===== src/rtl/mmio_controller.sv =====
// mmio_controller: decodes the data-memory port into RAM accesses and a small
// peripheral bank (debounced button with press latch/counter, cycle timer,
// timer compare). MMIO loads are registered so they line up with the RAM's
// one-cycle read latency.
module mmio_controller #(
    parameter int unsigned RAM_AW          = 12,
    parameter logic [31:0] STATUS_ADDR     = 32'd1000,
    parameter logic [31:0] TIMER_ADDR      = 32'd1001,
    parameter logic [31:0] CMP_ADDR        = 32'd1002,
    parameter int unsigned DEBOUNCE_CYCLES = 16
) (
    input  logic              clock,
    input  logic              reset,
    input  logic [31:0]       address_dmem,
    input  logic [31:0]       data,
    input  logic              wren,
    input  logic              rden,
    output logic [31:0]       q_dmem,
    output logic [RAM_AW-1:0] ram_addr,
    output logic              ram_wEn,
    output logic [31:0]       ram_dataIn,
    input  logic [31:0]       ram_dataOut,
    input  logic              button_in
);

    localparam int unsigned     DB_W    = $clog2(DEBOUNCE_CYCLES);
    localparam logic [DB_W-1:0] DB_LAST = DB_W'(DEBOUNCE_CYCLES - 1);

    typedef enum logic [1:0] {
        STABLE_LO,
        CHK_HI,
        STABLE_HI,
        CHK_LO
    } db_state_t;

    // Address decode and access qualification
    logic hit_status, hit_timer, hit_cmp, mmio_hit;
    logic wr_status, wr_timer, wr_cmp, rd_status;

    // Read-return pipeline
    logic        sel_mmio;
    logic [31:0] mmio_q;
    logic [31:0] mmio_rdata;

    // Button path
    logic            sync1, btn_sync;
    db_state_t       state, state_nxt;
    logic [DB_W-1:0] db_cnt, db_cnt_nxt;
    logic            btn_level, btn_level_nxt;
    logic            press_evt;

    // Peripheral registers
    logic        press_pending;
    logic [7:0]  press_count;
    logic [31:0] timer;
    logic [31:0] cmp;
    logic        timer_flag;
    logic [31:0] status_val;

    assign hit_status = (address_dmem == STATUS_ADDR);
    assign hit_timer  = (address_dmem == TIMER_ADDR);
    assign hit_cmp    = (address_dmem == CMP_ADDR);
    assign mmio_hit   = hit_status | hit_timer | hit_cmp;

    assign wr_status  = wren & hit_status;
    assign wr_timer   = wren & hit_timer;
    assign wr_cmp     = wren & hit_cmp;
    // A simultaneous store suppresses the clear-on-read side-effect.
    assign rd_status  = rden & ~wren & hit_status;

    assign ram_addr   = address_dmem[RAM_AW-1:0];
    assign ram_wEn    = wren & ~mmio_hit;
    assign ram_dataIn = data;

    assign status_val = {16'h0000, press_count, 5'b00000, timer_flag, press_pending, btn_level};
    assign q_dmem     = sel_mmio ? mmio_q : ram_dataOut;

    // Select the peripheral register addressed this cycle
    always_comb begin
        mmio_rdata = '0;
        if (hit_status)     mmio_rdata = status_val;
        else if (hit_timer) mmio_rdata = timer;
        else if (hit_cmp)   mmio_rdata = cmp;
    end

    // Two-flop synchronizer for the asynchronous button level
    always_ff @(posedge clock or posedge reset) begin
        if (reset) begin
            sync1    <= 1'b0;
            btn_sync <= 1'b0;
        end else begin
            sync1    <= button_in;
            btn_sync <= sync1;
        end
    end

    // Debounce FSM state, counter and debounced level registers
    always_ff @(posedge clock or posedge reset) begin
        if (reset) begin
            state     <= STABLE_LO;
            db_cnt    <= '0;
            btn_level <= 1'b0;
        end else begin
            state     <= state_nxt;
            db_cnt    <= db_cnt_nxt;
            btn_level <= btn_level_nxt;
        end
    end

    // Debounce next-state: a level change needs DEBOUNCE_CYCLES identical samples
    always_comb begin
        state_nxt     = state;
        db_cnt_nxt    = db_cnt;
        btn_level_nxt = btn_level;
        press_evt     = 1'b0;
        case (state)
            STABLE_LO: begin
                if (btn_sync) begin
                    state_nxt  = CHK_HI;
                    db_cnt_nxt = DB_W'(1);
                end
            end
            CHK_HI: begin
                if (!btn_sync) begin
                    state_nxt  = STABLE_LO;
                    db_cnt_nxt = '0;
                end else if (db_cnt == DB_LAST) begin
                    state_nxt     = STABLE_HI;
                    db_cnt_nxt    = '0;
                    btn_level_nxt = 1'b1;
                    press_evt     = 1'b1;
                end else begin
                    db_cnt_nxt = db_cnt + DB_W'(1);
                end
            end
            STABLE_HI: begin
                if (!btn_sync) begin
                    state_nxt  = CHK_LO;
                    db_cnt_nxt = DB_W'(1);
                end
            end
            CHK_LO: begin
                if (btn_sync) begin
                    state_nxt  = STABLE_HI;
                    db_cnt_nxt = '0;
                end else if (db_cnt == DB_LAST) begin
                    state_nxt     = STABLE_LO;
                    db_cnt_nxt    = '0;
                    btn_level_nxt = 1'b0;
                end else begin
                    db_cnt_nxt = db_cnt + DB_W'(1);
                end
            end
            default: begin
                state_nxt  = STABLE_LO;
                db_cnt_nxt = '0;
            end
        endcase
    end

    // Peripheral registers and read-return pipeline; set events beat clears
    always_ff @(posedge clock or posedge reset) begin
        if (reset) begin
            sel_mmio      <= 1'b0;
            mmio_q        <= '0;
            press_pending <= 1'b0;
            press_count   <= '0;
            timer         <= '0;
            cmp           <= '1;
            timer_flag    <= 1'b0;
        end else begin
            sel_mmio <= mmio_hit;
            mmio_q   <= mmio_rdata;

            press_pending <= press_evt | (press_pending & ~rd_status);

            if (wr_status && data[31])
                press_count <= press_evt ? 8'd1 : 8'd0;
            else if (press_evt && (press_count != 8'hFF))
                press_count <= press_count + 8'd1;

            if (wr_timer) timer <= data;
            else          timer <= timer + 32'd1;

            if (wr_cmp) cmp <= data;

            timer_flag <= (timer == cmp) |
                          (timer_flag & ~(rd_status | (wr_status & data[2])));
        end
    end

endmodule


===== config.mk =====
export PLATFORM = sky130hd
export DESIGN_NAME = mmio_controller
export DESIGN_NICKNAME = d
export VERILOG_FILES = /design/src/rtl/mmio_controller.sv
export SDC_FILE = /design/constraint.sdc
export NUM_CORES = 1
export LEC_CHECK = 0
export BUFFER_PORTS_ARGS = -buffer_cell sky130_fd_sc_hd__buf_2
export CAP_MARGIN = 25
export CORE_AREA = 2 2 126 128
export CTS_CLUSTER_DIAMETER = 100
export DETAILED_ROUTE_END_ITERATION = 12
export DIE_AREA = 0 0 128 130
export GPL_TIMING_DRIVEN = 0
export PLACE_DENSITY = 0.66
export SYNTH_ARGS = -nofsm -noshare
export SYNTH_HDL_FRONTEND = slang
export SYNTH_SLANG_ARGS = --single-unit

===== constraint.sdc =====
create_clock -name clock -period 10.1 [get_ports clock]
set_input_delay 1.515 -clock clock [delete_from_list [all_inputs] [get_ports clock]]
set_output_delay 1.515 -clock clock [all_outputs]
set_load 0.02 [all_outputs]

=== Word level (Yosys, flattened, before mapping) ===
Index checks and enable logic that the tools add are counted.

* Register bits after elaboration: 116
* Latch bits: 0
* Memory bits (writable): 0
* Bits in read-only memories: 0
* Bits of input ports: 101
* Output and inout port bits: 77
* Word-level logic and storage cells: 87
* Memories kept: 0

* Add/subtract/negate cells: 3
* Multipliers: 0
* Div/mod/pow operators: 0
* $lt $le $gt $ge: 0
* Eq/ne operators: 17
* Shift operators: 0
* Multiplexer cells: 29
* Bitwise operators: 18
* Reduce and logical (&&, ||, !) cells: 8

{| class="wikitable"
|+ Operators by type and width
! operator !! number
|-
| 32-bit two-way mux || 5
|-
| 32-bit by 10-bit == test with 1-bit output, second input constant || 3
|-
| 32-bit by 1-bit adder with 32-bit output, second input constant || 1
|-
| 32-bit == test || 1
|-
| 4-bit two-way mux || 5
|-
| 8-bit two-way mux || 2
|-
| 4-bit case mux with 4 select lines || 1
|-
| 2-bit two-way mux || 6
|-
| 2-bit != test, second input constant || 6
|-
| 1-bit AND || 9
|-
| 8-bit by 1-bit adder with 8-bit output, second input constant || 1
|-
| 1-bit two-way mux || 8
|-
| 8-bit != test, second input constant || 1
|-
| 2-bit case mux with 4 select lines || 1
|-
| 3-bit != test, second input constant || 2
|-
| 1-bit OR || 5
|-
| 5-bit AND reduction || 1
|-
| 4-bit by 1-bit adder with 4-bit output, second input constant || 1
|-
| 2-bit == test, second input constant || 2
|-
| 4-bit == test, second input constant || 1
|-
| 1-bit NOT || 4
|-
| 4-bit AND reduction || 1
|-
| 2-bit nonzero test || 2
|-
| 2-bit by 1-bit == test with 1-bit output, second input constant || 1
|-
| other kinds (4) || 5
|}

=== Longest topological paths before layout ===
* Depth in word-level cells: 7
* Mapped depth: 7
* Mapped depth without buffers: 6

=== Worst setup path after synthesis ===
Ideal clock, no wire load.

* Path kind: input to output
* Start: input port address_dmem[26]
* End: output port ram_wEn
* Arrival time: 2,750 ps
* Required time: 8,585 ps
* Slack: 5,835 ps
* Stages on the path: 5
* Path buffers: 0
* Cells stage by stage: nor4_1 -> nand4_2 -> nor4b_4 -> or2_2 -> nor2_1

* Word-level cells in the longest chain between the ends: 5
* Elaborated cells on any way between the ends: 7
* Classes of those cells: eq/ne (3); bitwise (4)

{| class="wikitable"
|+ RTL lines
! item !! line !! text
|-
| from (decl) || 14 || <nowiki>input logic [31:0] address_dmem,</nowiki>
|-
| 32-bit by 10-bit == test with 1-bit output (on tied branches) || 60, 61 ||
|-
| 1-bit OR || 63 || <nowiki>assign mmio_hit = hit_status | hit_timer | hit_cmp;</nowiki>
|-
| 1-bit OR (*) || 63 ||
|-
| via mmio_hit || 37 || <nowiki>logic hit_status, hit_timer, hit_cmp, mmio_hit;</nowiki>
|-
| 1-bit NOT (*) || 72 || <nowiki>assign ram_wEn = wren & ~mmio_hit;</nowiki>
|-
| 1-bit AND (*) || 72 ||
|-
| to (decl) || 20 || <nowiki>output logic ram_wEn,</nowiki>
|}

Mark *: on every way through the listed nets, which the timed path passes. The rest lies on a longest branch.

=== Worst setup path after layout ===
* Start: input port address_dmem[2]
* End: output port ram_wEn

The elaborated chain is that of the path after synthesis.

==> run summary <==
Status = complete, no violations
Post-synth EDFFs = 0
Dpl ws = 5.21 ns
Max-capacitance violation count = 0
Ranking of synthesized cells by area = dfrtp_1 (33%), dfstp_2 (13%), xor2_1 (7.7%)
Total GRT Usage = 0.197
I/O pins = 178
#FFs+latches synth = 116
Worst slew pin tran = 1.05 ns
Critical Path RT = 8.59 ns
FP Rows = 46
Critical path peak fanout = 7
DR pass1 iterations = 4
Syn Nets = 703
Synth area leader = dfrtp_1
Layout cell share with drive strength beyond 1 = 0.447
Relative max-transition margin = 0.291
Resized Gates After CTS = 0
Crit path arrival time = 3.36 ns
Vias in the first global route = 4614
Leakage = 0.00379 µW
Slew Viols, Final = 0
Primary FF master, synth = dfrtp_1
Post-Route Setup TNS = 0 ns
Maximum vdd ir drop = 0.000149 V
Fillers = 1397
Fin worst setup slack = 5.22 ns
Detailed Route WL = 16.2 mm
PwrDens = 149 nW/µm²
Initial DRC count = 319
GPL Wtd Cong = 0.856
Die Y-Extent = 130 µm
GR Overflow Total = 0
Synth warn = 0
Post-layout min period = 4.88 ns
Clock-pin slew on the worst setup and hold paths = 0.05 ns
Synthesized cell area = 6410 µm²
Die area = 16600 µm²
PortBufs = 177
Endpoints failing setup = 0
Synth async-reset ratio = 1.00
Core Box Area = 15400 µm²
Worst r2r src = timer[8]
Post-synthesis cell type count = 43
Critical path startpoint category = input pin
Skew final = 0.00617 ns
Post-synthesis sequential area ratio = 0.459
Wirelength per Cell = 16.2 µm
Storage element area = 2940 µm²
Setup CP Type = in -> out
Synth top area share = 0.328
Syn avg cell area = 10.7 µm²
Critical hold path startpoint = sync1
CP startpoint = address_dmem[2]
Nets = 900
Clock Tree Root = clkbuf_16
Crit share post-route = 0.483
Antenna cells = 0
Worst Hold Class = reg -> reg
Number of remaining DRC errors = 0
Routed vias/inst = 5.07
Post-DRT Antenna Nets = 0
CTS Buf Count = 17
Crit. End Element = output pin
Starting density of the core = 0.415
Area delta synth->final = 28.1%
Die Width = 128 µm
Largest net degree at the start of global routing = 91
Clock Latency Late Sink = 0.42 ns
Initial antenna violation count = 0
Cell count after synthesis = 599
Multi-input combinational cell area = 2950 µm²
DP HPWL = 11.9 mm
Fmax = 205 MHz
Hold WS = 0.359 ns
CTS tree = yes
H-Tree Depth = 4
# clock sinks = 116
Max Root-Sink Buffers = 2
Post CTS Setup Buffer Count = 0
Final Hold Fails = 0
First-pass GRT wire length = 25.0 mm
CTS Hold Bufs = 0
Setup repair after global routing missed its margin = no
DR vias = 5075
## worst paths after layout
path                                  end  slack (ns)  depth (start not counted)
max in group asynchronous         cmp[19]        8.30                          3
worst max-delay path              ram_wEn        5.22                          7
min in group asynchronous        btn_sync        1.05                          2
worst max register to register  timer[13]        7.60                          6
worst min-delay path             btn_sync        0.36                          0
worst min register to register   btn_sync        0.36                          0
## sequential cells by signal, indices dropped and copies added, names as in the netlist, named ones only
name           count
btn_level          1
btn_sync           1
cmp               32
db_cnt             4
mmio_q            32
press_count        8
press_pending      1
sel_mmio           1
state              1
sync1              1
timer             32
timer_flag         1
## area by class of cell
type                            instances  share of cell area
Clock buffer                           21              0.0561
Clock inverter                         11              0.0220
Tap cell                              192              0.0293
Buffer                                 73              0.0566
Timing Repair Buffer                  178               0.111
Multi-Input combinational cell        396               0.359
Sequential cell                       116               0.359
Inverter                               14             0.00701
## metal layers
layer  part of all wire  wire, µm  track usage  vias up
li1                   -         -            -     2463
met2               0.48      7710        0.311      129
met3              0.045       732       0.0353       18
met5                  0         0            0        -
met1               0.46      7450        0.276     2465
met4              0.018       289       0.0692        0
## critical path, cell delays in order
cell,delay [ns]
buf_2,0.11
nor4_1,0.36
nand4_2,0.31
nor4b_4,0.65
or2_2,0.23
nor2_1,0.04
buf_2,0.15
## cells in the final DEF (no fill, tap or decap), types with 6 or more instances in the layout
cell       instances
clkinv_2           6
inv_1             13
a22oi_1            6
mux2_2            36
buf_2            179
nand4_1           14
o21ai_0           44
nor2_1            16
a21oi_1           11
dfrtp_1           84
mux2_4            27
nand2_1           56
xnor2_1           14
xor2_1            56
dfstp_2           32
clkbuf_16         17
nand3_1           24
clkbuf_1          23
buf_4             44
a22o_1            21
nor4_1            21
nor2b_1            9
## metrics by stage
stage / instance area, µm² / std cells / total power (µW) / utilization
2_1_floorplan: 6410 / 599 / 532 / -
3_3_place_gp: 7530 / 968 / 575 / 0.488
3_5_place_dp: 7560 / 969 / 578 / 0.490
4_1_cts: 8210 / 1001 / 1230 / 0.532
5_1_grt: 8210 / 1001 / 1260 / 0.532
6_report: 8210 / 1001 / 1220 / 0.532
## synthesized netlist by cell type, drive strengths merged, types with 16 or more instances
cell type  count
a22o          21
buf           52
clkbuf        21
dfrtp         84
dfstp         32
mux2          66
nand2         57
nand3         24
nor2          16
nor4          23
o21ai         48
xor2          56
## power by group
group | leakage (µW) | total [µW] | internal [µW] | switching (µW)
clock network | 0.000320 | 655 | 447 | 207
registers | 0.00132 | 470 | 468 | 2.26
logic | 0.00215 | 99.3 | 44.6 | 54.6
## cell families (layout without fill, tap and decap cells)
family | count (synthesis) | in the layout | share of synthesized area
DFF | 116 | 116 | 0.459
AOI/OAI and AO/OA | 91 | 91 | 0.0877
adders and majority gates | 3 | 3 | 0.00586
muxes | 68 | 68 | 0.135
xor gates and xnor gates | 70 | 70 | 0.0957
buffers and inverters | 87 | 297 | 0.0807
and+or+nand+nor | 164 | 164 | 0.136
No activity file was read; power rests on OpenSTA's default activity.
